$ cat src/rtl/mem_port_arbiter.sv
// mem_port_arbiter
//   Shares one unified instruction/data memory between the core (port 0,
//   cpu_*) and a DMA/program-loader (port 1, dma_*). One transaction at a
//   time; every output comes from a flop.
//
// Ports
//   clk, reset          clock; asynchronous active-low reset
//   cpu_req/we/adr/wd   port 0 request, held until cpu_ack
//   cpu_ack, cpu_rd     port 0 one-cycle completion pulse and read data
//   dma_*               same as cpu_* for port 1
//   mem_en/we/adr/wd    memory strobe (one cycle per transaction) and fields
//   mem_rd              memory read data, valid RD_LAT cycles after mem_en
//   busy                high whenever the arbiter is not idle
//   owner               port of the current/most recent transaction (1 = dma)
//
// state | meaning
// IDLE  | no transaction; arbitrate and latch the winner's fields
// ISSUE | mem_en strobe with the latched fields
// WAIT  | read in flight; counter runs down to the mem_rd capture cycle
// RESP  | owner's ack pulse; last-served updated

module mem_port_arbiter #(
    parameter int AW     = 16,
    parameter int DW     = 16,
    parameter int RD_LAT = 1,
    parameter int RR     = 1
) (
    input  logic          clk,
    input  logic          reset,
    input  logic          cpu_req,
    input  logic          cpu_we,
    input  logic [AW-1:0] cpu_adr,
    input  logic [DW-1:0] cpu_wd,
    output logic          cpu_ack,
    output logic [DW-1:0] cpu_rd,
    input  logic          dma_req,
    input  logic          dma_we,
    input  logic [AW-1:0] dma_adr,
    input  logic [DW-1:0] dma_wd,
    output logic          dma_ack,
    output logic [DW-1:0] dma_rd,
    output logic          mem_en,
    output logic          mem_we,
    output logic [AW-1:0] mem_adr,
    output logic [DW-1:0] mem_wd,
    input  logic [DW-1:0] mem_rd,
    output logic          busy,
    output logic          owner
);

    typedef enum logic [1:0] {IDLE, ISSUE, WAIT, RESP} state_t;

    state_t        state_q, state_d;
    logic          last_q, last_d;
    logic          owner_q, owner_d;
    logic          we_q, we_d;
    logic [AW-1:0] adr_q, adr_d;
    logic [DW-1:0] wd_q, wd_d;
    logic [1:0]    cnt_q, cnt_d;
    logic          mem_en_q, mem_en_d;
    logic          cpu_ack_q, cpu_ack_d;
    logic          dma_ack_q, dma_ack_d;
    logic [DW-1:0] cpu_rd_q, cpu_rd_d;
    logic [DW-1:0] dma_rd_q, dma_rd_d;
    logic          busy_q, busy_d;
    logic          grant_dma;

    always_ff @(posedge clk or negedge reset) begin
        if (!reset) begin
            state_q   <= IDLE;
            last_q    <= 1'b1;   // dma counted as last served: cpu wins the first tie
            owner_q   <= 1'b0;
            we_q      <= 1'b0;
            adr_q     <= '0;
            wd_q      <= '0;
            cnt_q     <= '0;
            mem_en_q  <= 1'b0;
            cpu_ack_q <= 1'b0;
            dma_ack_q <= 1'b0;
            cpu_rd_q  <= '0;
            dma_rd_q  <= '0;
            busy_q    <= 1'b0;
        end else begin
            state_q   <= state_d;
            last_q    <= last_d;
            owner_q   <= owner_d;
            we_q      <= we_d;
            adr_q     <= adr_d;
            wd_q      <= wd_d;
            cnt_q     <= cnt_d;
            mem_en_q  <= mem_en_d;
            cpu_ack_q <= cpu_ack_d;
            dma_ack_q <= dma_ack_d;
            cpu_rd_q  <= cpu_rd_d;
            dma_rd_q  <= dma_rd_d;
            busy_q    <= busy_d;
        end
    end

    always_comb begin
        state_d   = state_q;
        last_d    = last_q;
        owner_d   = owner_q;
        we_d      = we_q;
        adr_d     = adr_q;
        wd_d      = wd_q;
        cnt_d     = cnt_q;
        mem_en_d  = 1'b0;
        cpu_ack_d = 1'b0;
        dma_ack_d = 1'b0;
        cpu_rd_d  = cpu_rd_q;
        dma_rd_d  = dma_rd_q;

        // dma wins alone, or on a tie in round-robin mode when cpu went last
        grant_dma = dma_req && (!cpu_req || ((RR != 0) && !last_q));

        case (state_q)
            IDLE: begin
                if (cpu_req || dma_req) begin
                    owner_d  = grant_dma;
                    we_d     = grant_dma ? dma_we  : cpu_we;
                    adr_d    = grant_dma ? dma_adr : cpu_adr;
                    wd_d     = grant_dma ? dma_wd  : cpu_wd;
                    mem_en_d = 1'b1;
                    state_d  = ISSUE;
                end
            end
            ISSUE: begin
                if (we_q) begin
                    cpu_ack_d = !owner_q;
                    dma_ack_d = owner_q;
                    state_d   = RESP;
                end else begin
                    cnt_d   = 2'(RD_LAT - 1);
                    state_d = WAIT;
                end
            end
            WAIT: begin
                if (cnt_q == 2'd0) begin
                    if (owner_q) begin
                        dma_rd_d = mem_rd;
                    end else begin
                        cpu_rd_d = mem_rd;
                    end
                    cpu_ack_d = !owner_q;
                    dma_ack_d = owner_q;
                    state_d   = RESP;
                end else begin
                    cnt_d = cnt_q - 2'd1;
                end
            end
            RESP: begin
                // no re-arbitration here: the served req is still high
                last_d  = owner_q;
                state_d = IDLE;
            end
            default: state_d = IDLE;
        endcase

        busy_d = (state_d != IDLE);
    end

    assign cpu_ack = cpu_ack_q;
    assign dma_ack = dma_ack_q;
    assign cpu_rd  = cpu_rd_q;
    assign dma_rd  = dma_rd_q;
    assign mem_en  = mem_en_q;
    assign mem_we  = we_q;
    assign mem_adr = adr_q;
    assign mem_wd  = wd_q;
    assign busy    = busy_q;
    assign owner   = owner_q;

endmodule

$ cat config.mk
export PLATFORM = sky130hd
export DESIGN_NAME = mem_port_arbiter
export DESIGN_NICKNAME = d
export VERILOG_FILES = /design/src/rtl/mem_port_arbiter.sv
export SDC_FILE = /design/constraint.sdc
export NUM_CORES = 1
export LEC_CHECK = 0
export CAP_MARGIN = 25
export CORE_MARGIN = 2
export CORE_UTILIZATION = 44
export DETAILED_ROUTE_END_ITERATION = 10
export PLACE_DENSITY = 0.86
export SETUP_SLACK_MARGIN = 0.5
export SLEW_MARGIN = 20
export SYNTH_ARGS = -nofsm -noshare
export SYNTH_HDL_FRONTEND = slang
export SYNTH_SLANG_ARGS = --single-unit
$ cat constraint.sdc
create_clock -name clk -period 2.71 [get_ports clk]
set_input_delay 0.271 -clock clk [delete_from_list [all_inputs] [get_ports clk]]
set_output_delay 0.271 -clock clk [all_outputs]
set_load 0.01 [all_outputs]
==> summary by stage, run 1 <==
Worst setup path
The critical path class is reg2reg. The worst setup path is captured at a flop. Among cell families on the critical path, the largest total delay comes from flip-flops. The worst setup path is launched from a flop. The data arrival time of the critical path is between 2 and 2.5 ns. For the worst setup path, the data required time is 2.94 ns.

The buffers plus inverters on the worst setup path is 1. The biggest cell delay along the critical path is 0.44 ns. In this run the worst path has a maximum fanout of 16. Walking the worst path, the cells encountered are inv_1, ha_1, nand3_2, mux2_2.

The slowest stage of the critical path is the dfrtp_1 cell.

Synth
Of the total synthesized cell area, the portion taken by XOR and XNOR cells is 0. Of the synthesized area, sequential elements account for 0.5900. The post-synth net total is between 300 and 400. The compound-cell area share of the yosys netlist is 0.1293. The share of cell area taken by muxes after synthesis is 0.1203.

The number of standard cells after synthesis is 290. The synthesized area is between 3000 and 4000 sq um. The flip-flop and latch count after synthesis is between 70 and 80.

By area, the combinational part of the netlist is dominated by compound AO/OA/AOI/OAI gates. The number of different library cells used by synthesis comes to 23. Of the total synthesized cell area, the portion taken by full adders, half adders and majority gates is 0.02358.

The synthesis warning total is 0. Of the total synthesized cell area, the portion taken by AND, OR, NAND and NOR gates is 0.09748. The per-instance average area after synthesis is 10.98 sq um.

Place
The number of port buffers is about 160. The routability congestion estimate is 0.7951. The HPWL after detailed placement is 6.200 mm.

Cells and area
Leaving out fill and tap cells, the most frequent cells in the layout are clkdlybuf4s50_1, dfrtp_1, a21oi_1. After filler insertion, the fill cell instance count of the layout stands at 542. The synthesis-to-layout area growth is 56.45%.

The share of final-layout standard cells stronger than drive strength 1 is 0.1403. The repair_antennas step left the layout with diodes totalling 0. The library cell used most frequently in the layout, excluding fill and tap cells, is clkdlybuf4s50_1. In the final design database the tool counted about 540 nets.

Timing
The total count of hold-check failures in the final report is 0. The total negative setup slack is 0 ns. The final critical-path share of the clock period is 0.6834.

The worst path needs 1.852 ns of the cycle, external delays included. The slew at the pin closest to its max-slew limit is 0.6809 ns. The worst pin sits at a relative slew slack of 0.5460.

Static timing analysis puts the maximum clock frequency at 540.0 MHz. The final-report setup violation count is 0. Setup repair after global routing left no endpoint under its margin. The final count of pins violating max slew is 0. The clock arrives with 0.009714 ns of skew.

Run status
The run finished with clean final reports.

Pwr
The worst-case vdd ir drop is 0.0005224 V. The leakage component of the power is 0.002097 uW. The total power is 5642 uW. For this design the ratio of total power to cell area is between 1000 and 1500 nW/um^2.

Global route
The total global routing overflow is 0. The initial antenna violation count is 0. The first global-routing pass estimated 13.05 mm of wire. The number of global-route vias before repair is 2732.

The maximum number of pins on one net before global-route repair is 76. The overall fraction of global-route tracks in use is 0.2160.

Clock tree
The number of clock sinks is 75. In this run the number of H-tree levels came out at 3. The number of clock buffers added by TritonCTS is 9. Clock-pin slew was measured on the worst setup and hold paths at approximately 0.09 ns. The buffer cell driving the clock tree root is clkbuf_8.

The longest clock path from root to sink contains 2 buffers. The number of gates resized after cts is 0. The clock insertion delay at the later pin of the skew report is 0.35 ns. The clock tree from TritonCTS is built. Post-CTS timing repair inserted 0 buffers for setup.

Route
The first routing iteration left around 120 violations. In this run the remaining antenna-violating nets after routing total 0. Dividing the detail-routed wire length by the instance count gives around 16 um. Before antenna repair, the detailed router went through 4 iterations. After detailed routing, the number of remaining DRC violations is 0.

The via-per-instance ratio is between 4 and 5. Summed over all layers, the routed wires come to approximately 8.6 mm. The via count of the routed design is 2733.

Die
In this run the core area contains 31 standard-cell rows. The effective utilization at floorplan is 0.4460. The floorplan die height is 89.06 um.

The die covers 7931 sq um. The total I/O pin count is 156. The die is 89.06 um wide.

The total core area is 7137 sq um.

Flow run
The tool flagged a number of max-cap violations equal to 0.

Hold path
In this run the worst hold path is classified as in2async.
-- registers in the layout, summed over array words and instances (netlist names), 2 cells and up --
register	flops
state_q	2
dma_rd	16
cnt_q	2
cpu_rd	16
mem_wd	16
mem_adr	16
-- cells by family (layout without fill, tap and decap cells) --
family | count (synthesis) | in the layout
simple gates | 77 | 77
mux | 34 | 34
buf+inv | 22 | 181
fa+ha+maj | 6 | 6
flops | 75 | 75
compound gates | 76 | 76
-- through the flow --
step	setup WS [ns]	std cells	hold slack (ns)	util	instance area (sq um)
after global placement	0.8843	530	0.4607	0.6681	4768
after CTS	0.8341	546	0.08331	0.6935	4950
final	0.8581	548	0.4028	0.6978	4980
after floorplan	1.161	290	-0.02459	-	3183
after detailed placement	0.8561	530	0.4699	0.6681	4768
after global routing	0.7069	548	0.4210	0.6978	4980
-- where the power goes --
group | internal (uW) | switching (uW) | leakage [uW] | total (uW)
Combinational | 1580 | 1240 | 0.00115 | 2820
Sequential | 1700 | 324 | 0.000864 | 2020
Clock | 345 | 450 | 0.0000833 | 794
-- final timing paths --
| path | startpoint | to | slack (ns) | depth (start not counted) |
|---|---|---|---|---|
| worst max-delay path | state_q[0] | cpu_rd[12] | 0.86 | 4 |
| worst min-delay path | reset | cpu_rd[15] | 0.40 | 2 |
| worst max register to register | state_q[0] | cpu_rd[12] | 0.86 | 4 |
| worst min register to register | cnt_q[1] | cnt_q[1] | 0.49 | 1 |
| max in group asynchronous | reset | last_q | 1.68 | 3 |
| min in group clk | cpu_wd[1] | mem_wd[1] | 0.46 | 3 |
-- per-layer routing --
metal | routed length (um) | global-route usage | vias up
li1 | - | - | 1292
met1 | 3374 | 0.2512 | 1328
met2 | 4510 | 0.3826 | 92
met3 | 466 | 0.04155 | 21
met4 | 246 | 0.1045 | 0
met5 | 0 | 0 | -
-- cell usage after synthesis --
cell        n  area [sq um]
a211oi_1    2         15.01
a21bo_2     2         20.02
a21boi_2    1         11.26
a21oi_1    66         330.3
a22oi_1     1         7.510
buf_2      10         50.05
buf_4       4         30.03
buf_6       2         22.52
dfrtp_1    74          1852
dfstp_2     1         26.28
ha_1        6         75.07
inv_1       5         18.77
inv_2       1         3.750
mux2_2     34         382.9
nand2_1    36         135.1
nand3_1     1         5.000
nand3_2     2         20.02
nor2_1     36         135.1
nor4b_1     1         8.760
o21ai_0     2         10.01
o21ai_2     1         8.760
o2bb2ai_1   1         8.760
or2_2       1         6.260
-- worst register-to-register path: cells and delay by family, from the launching register on --
family        cells  cell delay, ns
fa+ha+maj         1            0.33
flops             1            0.44
buf+inv           1            0.13
mux               1            0.42
simple gates      1            0.42
-- layout make-up --
type | count | area (sq um) | share of cell area
Clock buffer | 9 | 123.9 | 0.02487
Clock inverter | 7 | 57.56 | 0.01156
Inverter | 6 | 22.52 | 0.004523
Multi-Input combinational cell | 193 | 1180 | 0.2369
Sequential cell | 75 | 1878 | 0.3771
Tap cell | 99 | 123.9 | 0.02487
Timing Repair Buffer | 159 | 1594 | 0.3201
-- timing repair --
action,CTS,global route
hold buffers,0,1
endpoints found under the hold margin,0,29
endpoints found under the setup margin,0,0
Power figures use the tool's default switching activity.
==> run 2: changes to the inputs <==
Settings changed: CORE_UTILIZATION 44 to 37, PLACE_DENSITY 0.86 to 0.77.
Clock period 2.71 ns to 1.5 ns, I/O delays scaled along.
==> summary by stage, run 2 (synthesized netlist as in run 1, its figures left out) <==
Pwr
The leakage component of the power is 0.002501 uW. The worst-case vdd ir drop is 0.001032 V. Dividing total power by cell area gives a power density of between 2000 and 2500 nW/um^2.

Worst setup path
Counting buffers and inverters, the worst setup path is 7 cells deep. The destination of the worst register-to-register timing path is mem_adr[7]. The kind of cell with the highest combined delay along the critical path is flip-flops. The register-to-register path setup slack is between 0.02 and 0.03 ns. STA classifies the critical path startpoint as a flop. In this run the worst path has a maximum fanout of 5. The capturing element type of the critical path is a flop. The worst register-to-register path begins at state_q[1]. For the worst setup path, the data required time is 1.76 ns. For this design, the slowest cell found on the critical path is dfrtp_1. The critical path class is reg2reg. The worst register-to-register path has a depth of 7.

The largest single stage delay on the critical path is 0.43 ns. The critical path goes through inv_2, ha_4, o21ai_4, buf_12, inv_8, nor2_2, a21oi_1. The number of buffers and inverters on the critical path is 3. Data arrives at the worst endpoint at 1.73 ns.

Die
The total core area is 8258 sq um. The overall die width is slightly below 100 um. The effective utilization at floorplan is 0.3855. The total I/O pin count is between 150 and 200. The number of rows created at floorplan is 33.

The die covers 9361 sq um. The floorplan step set the die height to 96.75 um.

Timing
The post-route clock skew is 0.006215 ns. Setup repair after global routing could not meet its margin everywhere. Timing would allow up to 679.8 MHz. Headroom to the max-slew limit came out at 0.7247. In the finished design, the share of the clock period the worst path needs comes to 0.9807.

The final count of pins violating max slew is 0. The final-report setup violation count is 0. Adding up every negative setup slack in the final design gives 0 ns. For the finished layout, the period the worst path requires is ~1.5 ns. The final worst-path setup slack is 0.02890 ns. The slew at the pin closest to its max-slew limit is 0.4130 ns. The total count of hold-check failures in the final report was 0.

Place
After detailed placement, the total cell area comes to 4918 sq um. The HPWL after detailed placement is 6.767 mm. The number of placed instances, taps included, is ~550. Timing analysis after detailed placement gives a worst setup slack of -0.1203 ns. The routability congestion estimate is 0.7786. During placement, the flow inserted port buffers numbering 155.

Flow run
The count of max-cap constraint violations is 0.

Clock tree
The root buffer cell chosen for the clock tree is clkbuf_8. The number of clock buffers added by TritonCTS is 9. TritonCTS built the clock tree. The clock tree synthesis step divided the H-tree into 3 levels. Clock-pin slew was measured on the worst setup and hold paths at around 0.080 ns.

The number of clock sinks is 75. The largest buffer count on any clock path is 2. The clock insertion delay at the later pin of the skew report is roughly 0.34 ns.

Global route
The overall fraction of global-route tracks in use is 0.2212. The maximum number of pins on one net before global-route repair is 40. The initial antenna violation count came to 0. The first-pass GRT wire length is 16.35 mm. The number of global-route vias before repair is 3171. Summed over all layers, the global routing overflow is 0.

Cells and area
The synthesis-to-layout area growth is 80.58%. The number of standard cells in the layout, taps in and fillers out is slightly above 600. The total inserted antenna cells is 0. The library cell used most frequently in the layout, excluding fill and tap cells, is clkdlybuf4s50_1.

The final cell area excluding filler cells is roughly 5700 sq um. At the end of the flow the core is filled with cells to 0.6961. The top cell types in the final layout, fill and taps aside, are clkdlybuf4s50_1, dfrtp_1, buf_2. The net count of the finished layout is 591.

In the final layout, the share of cells above drive strength 1 is 0.5139.

Route
The wire length per cell after detailed routing is around 18 um. The remaining antenna violation count is 0. In the routed design, unresolved DRC markers number 0.

The number of detailed-routing iterations run before antenna repair is 4. The via count of the routed design is 3085. The detailed router's first-iteration violation count is 58. The total wire length after detailed routing is around 11 mm. The via-per-instance ratio is 5.066.

Hold path
The tightest min-delay check is of the in2async type.

Run status
The flow ran to the end, and the final reports show no timing, DRC or antenna violations.
[run 2: cell count changes in the layout (fill, tap and decap cells not counted), sizes merged]
cell | previous run | this run
buf | 4 | 121
clkdlybuf4s50 | 154 | 82
clkinv | 0 | 4
clkbuf | 9 | 12
clkinvlp | 3 | 0
dlygate4sd2 | 0 | 2
bufinv | 0 | 1
inv | 10 | 11
nand3 | 3 | 4
o21ai | 3 | 4
[run 2: worst max-delay path by stage]
stage / from / slack [ns] / to
global route: state_q[1] / -0.007 / mem_adr[7]
finish: state_q[1] / 0.03 / mem_adr[7]
detailed placement: state_q[0] / -0.12 / busy
floorplan: state_q[0] / 0.07 / dma_rd[10]
CTS: state_q[1] / 0.05 / busy
global placement: state_q[0] / -0.09 / busy
[run 2: layout make-up]
type                            count  area (sq um)
Clock buffer                       12         155.1
Clock inverter                      4         48.80
Fill cell                         612          2510
Inverter                            6         41.29
Multi-Input combinational cell    195          1607
Sequential cell                    75          1881
Tap cell                          105         131.4
Timing Repair Buffer              206          1814
Timing Repair inverter              6         70.07
[run 2: repair_timing]
action / in CTS / in global routing
pin swaps: 3 / 10
hold endpoints to repair: 71 / 0
buffers inserted: 22 / 15
gates resized for setup: 341 / 83
cloned: 6 / 3
hold buffers: 1 / 0
setup endpoints to repair: 145 / 144
[run 2: worst reg2reg max path, stage by stage (launching register included)]
cell and delay, ns:
dfrtp_1 0.43, inv_2 0.15, ha_4 0.20, o21ai_4 0.12, buf_12 0.20, inv_8 0.09
nor2_2 0.04, a21oi_1 0.15
[run 2: layer usage]
metal | GRT usage | up-vias | wire length (um)
met1 | 0.2557 | 1521 | 4185
met3 | 0.06864 | 24 | 721
met5 | 0 | - | 0
met4 | 0.08234 | 0 | 266
met2 | 0.3851 | 129 | 5538
li1 | - | 1411 | -
[run 2: through the flow]
stage	power, uW	hold WS, ns
after floorplan	6314	-0.1456
after global placement	8890	0.01615
after detailed placement	9100	0.02032
after CTS	11080	0.2160
after global routing	13130	0.2211
final	12390	0.2209
[run 2: power by group]
part | leakage [uW] | internal, uW | total [uW] | switching (uW)
registers | 0.000862 | 3080 | 3730 | 649
clock network | 0.000106 | 858 | 1560 | 706
logic | 0.00153 | 3720 | 7100 | 3380
==> run 3: changes to the inputs <==
Settings changed: CORE_MARGIN 2 to 5.
==> summary by stage, run 3 (synthesized netlist as in run 1, its figures left out) <==
Worst setup path
The gate family responsible for the most delay along the worst path is flip-flops. The data arrival time of the critical path is approximately 1.7 ns. The buffers plus inverters on the worst setup path is 2.

STA classifies the critical path endpoint as a flop. In this run the critical register-to-register path is captured at cpu_rd[2]. The endpoint required time on the critical path is approximately 1.7 ns. The critical path goes through buf_6, ha_4, nand3_4, clkbuf_16, mux2_2. The length in cells of the worst reg-to-reg path is 5. The worst setup path is launched from a flop. The critical path class is reg2reg.

In this run the critical register-to-register path is launched from state_q[1]. The maximum fanout along the worst path is 8. The cell with the largest stage delay on the worst path is dfrtp_1. The largest single stage delay on the critical path is 0.42 ns.

The register-to-register path setup slack is 0.05 ns.

Pwr
VDD sags by at most 0.0009274 V. The power per cell area is 2143 nW/um^2. The fraction of power consumed by the clock network is 0.130. Of the total power, combinational logic draws 0.568. The analysis attributes to cell leakage a power of 0.002559 uW. The share of total power in sequential cells is 0.301.

The analysis attributes to net switching a power of 4701 uW. Of the total power, the share spent switching nets is 0.3762. The internal power component is a little under 8000 uW.

Place
The half-perimeter wire length of the detailed placement result is 6.774 mm. The count of buffers added on input and output ports is 155. The worst-case setup slack after placement is -0.2289 ns. The routability congestion estimate is 0.7427.

Route
Once detail routing completed, the nets flagged for antenna violations numbered 0. For this run, design rule violations remaining after detail routing come to 0. The wire length per cell after detailed routing is 17.98 um.

The number of detailed-routing iterations run before antenna repair is 4. The routed layout has 3034 vias. Using the TritonRoute via totals, the vias-per-cell ratio works out to 4.974. The total wire length after detailed routing is 10.97 mm. In this run, the number of DRC markers left after iteration 0 of detailed routing was 64.

Timing
The maximum operating frequency is 689.9 MHz. The final worst-path setup slack is ~0.050 ns. The final period demand of the worst path is 1.450 ns. The total count of hold-check failures in the final report is 0. The final count of pins violating max slew is 0. The final-report setup violation count is 0. Measured against its own limit, the worst slew margin works out to 0.7461. The minimum hold slack is 0.2749 ns. For the final database, setup skew stands at 0.01636 ns. The slew at the pin closest to its max-slew limit is ~0.38 ns. The final critical-path share of the clock period is 0.9663. Setup repair after global routing could not meet its margin everywhere.

Clock tree
The clock insertion delay at the later pin of the skew report is about 0.34 ns. The CTS buffer count is 9. The H-tree was split into 3 levels.

The largest buffer count on any clock path is 2. The buffer cell driving the clock tree root is clkbuf_8. TritonCTS built the clock tree.

The clock transition at the registers of the reported paths is 0.08 ns. The tree built by TritonCTS fans out to 75 sinks.

Cells and area
The multi-input gate area in the final layout is 1523 sq um. The share of final-layout standard cells stronger than drive strength 1 is 0.4931. In the layout the commonest cells are clkdlybuf4s50_1, dfrtp_1, buf_4. The area growth from synthesis to layout is 83.22%. The final-layout fill cell count is approximately 600. The commonest non-fill, non-tap cell in the layout is clkdlybuf4s50_1. At the end of the flow, the number of nets in the layout was 592.

The repair_antennas step left the layout with diodes totalling 0. The area occupied by registers is 1881 sq um.

Global route
In the global route stage, overall resource usage came out at 0.2001. The first global-routing pass estimated 16.17 mm of wire. The initial antenna violation count is 0. The total overflow left after global routing is 0. The number of global-route vias before repair is 3212. Entering global routing, the biggest net connects 50 pins.

Flow run
The tool flagged a number of max-cap violations equal to 0.

Die
The die is 102.8 um wide. Measured along the y axis, the die boundary spans 102.8 um. The initialized floorplan defines 33 standard-cell rows. The effective utilization at floorplan is 0.3835. The die footprint is 10560 sq um. The total I/O pin count is 156. The total core area is 8299 sq um.

Hold path
The tightest min-delay check is of the in2async type.

Run status
The flow ran to the end, and the final reports show no timing, DRC or antenna violations.
-- run 3: cell types whose count changed in the layout (fill, tap and decap cells not counted), moves of 4 or more --
cell	previous run	this run
a21oi_2	30	26
buf_2	50	38
buf_6	28	37
nor2_1	11	24
nor2_2	15	9
nor2_4	10	3
-- run 3: final cells by class --
type / instances / share of cell area
well taps: 105 / 0.02253
repair inverters: 3 / 0.008796
repair buffers: 211 / 0.3413
flip-flops and latches: 75 / 0.3225
multi-input cells: 194 / 0.2611
clock buffers: 9 / 0.02124
inverters: 6 / 0.008367
clock inverters: 7 / 0.01416
-- run 3: repair_timing --
item                                    4_1_cts  5_1_grt
hold buffers                                  1        0
pin swaps                                    18        9
endpoints found under the setup margin      144      144
endpoints found under the hold margin        25        0
cloned                                        6        2
setup buffers                                23       18
gates resized for setup                     352       65
-- run 3: through the flow --
step | power [uW] | instances | instance area (sq um) | util | setup TNS, ns
6_report | 12500 | 610 | 5832 | 0.7027 | 0
3_5_place_dp | 9083 | 544 | 4903 | 0.5908 | -6.877
5_1_grt | 13260 | 610 | 5832 | 0.7027 | -0.01064
2_1_floorplan | 6314 | 290 | 3254 | - | 0
3_3_place_gp | 8901 | 544 | 4903 | 0.5908 | -5.149
4_1_cts | 11350 | 590 | 5354 | 0.6451 | 0
-- run 3: power by group through the flow --
| stage | Sequential, uW | Clock [uW] | Combinational [uW] |
|---|---|---|---|
| 6_report | 3760 | 1630 | 7100 |
| 5_1_grt | 3870 | 1750 | 7630 |
| 4_1_cts | 3690 | 1660 | 6000 |
| 3_5_place_dp | 3690 | 0 | 5390 |
| 3_3_place_gp | 3640 | 0 | 5260 |
| 2_1_floorplan | 4080 | 0 | 2230 |
-- run 3: routing by layer --
| layer | track usage | share of wire | wire (um) | vias to the layer above |
|---|---|---|---|---|
| li1 | - | - | - | 1413 |
| met1 | 0.2314 | 0.39 | 4299 | 1468 |
| met2 | 0.3585 | 0.51 | 5549 | 141 |
| met3 | 0.05616 | 0.091 | 993 | 12 |
| met4 | 0.06375 | 0.012 | 127 | 0 |
| met5 | 0 | 0 | 0 | - |
-- run 3: worst max path at each step --
stage               start         end  slack [ns]  depth (start not counted)
6_report       state_q[1]   cpu_rd[2]        0.05                          5
5_1_grt        state_q[1]   mem_wd[0]       -0.01                          7
4_1_cts        state_q[1]   dma_rd[1]        0.07                          5
3_5_place_dp      dma_req   mem_wd[5]       -0.23                          4
3_3_place_gp      dma_req  mem_wd[12]       -0.17                          4
2_1_floorplan  state_q[0]  dma_rd[10]        0.07                          6
-- run 3: worst register-to-register path, cell delays in order (launching register included) --
cell and delay, ns:
dfrtp_1 0.42, buf_6 0.14, ha_4 0.19, nand3_4 0.10
clkbuf_16 0.17, mux2_2 0.33
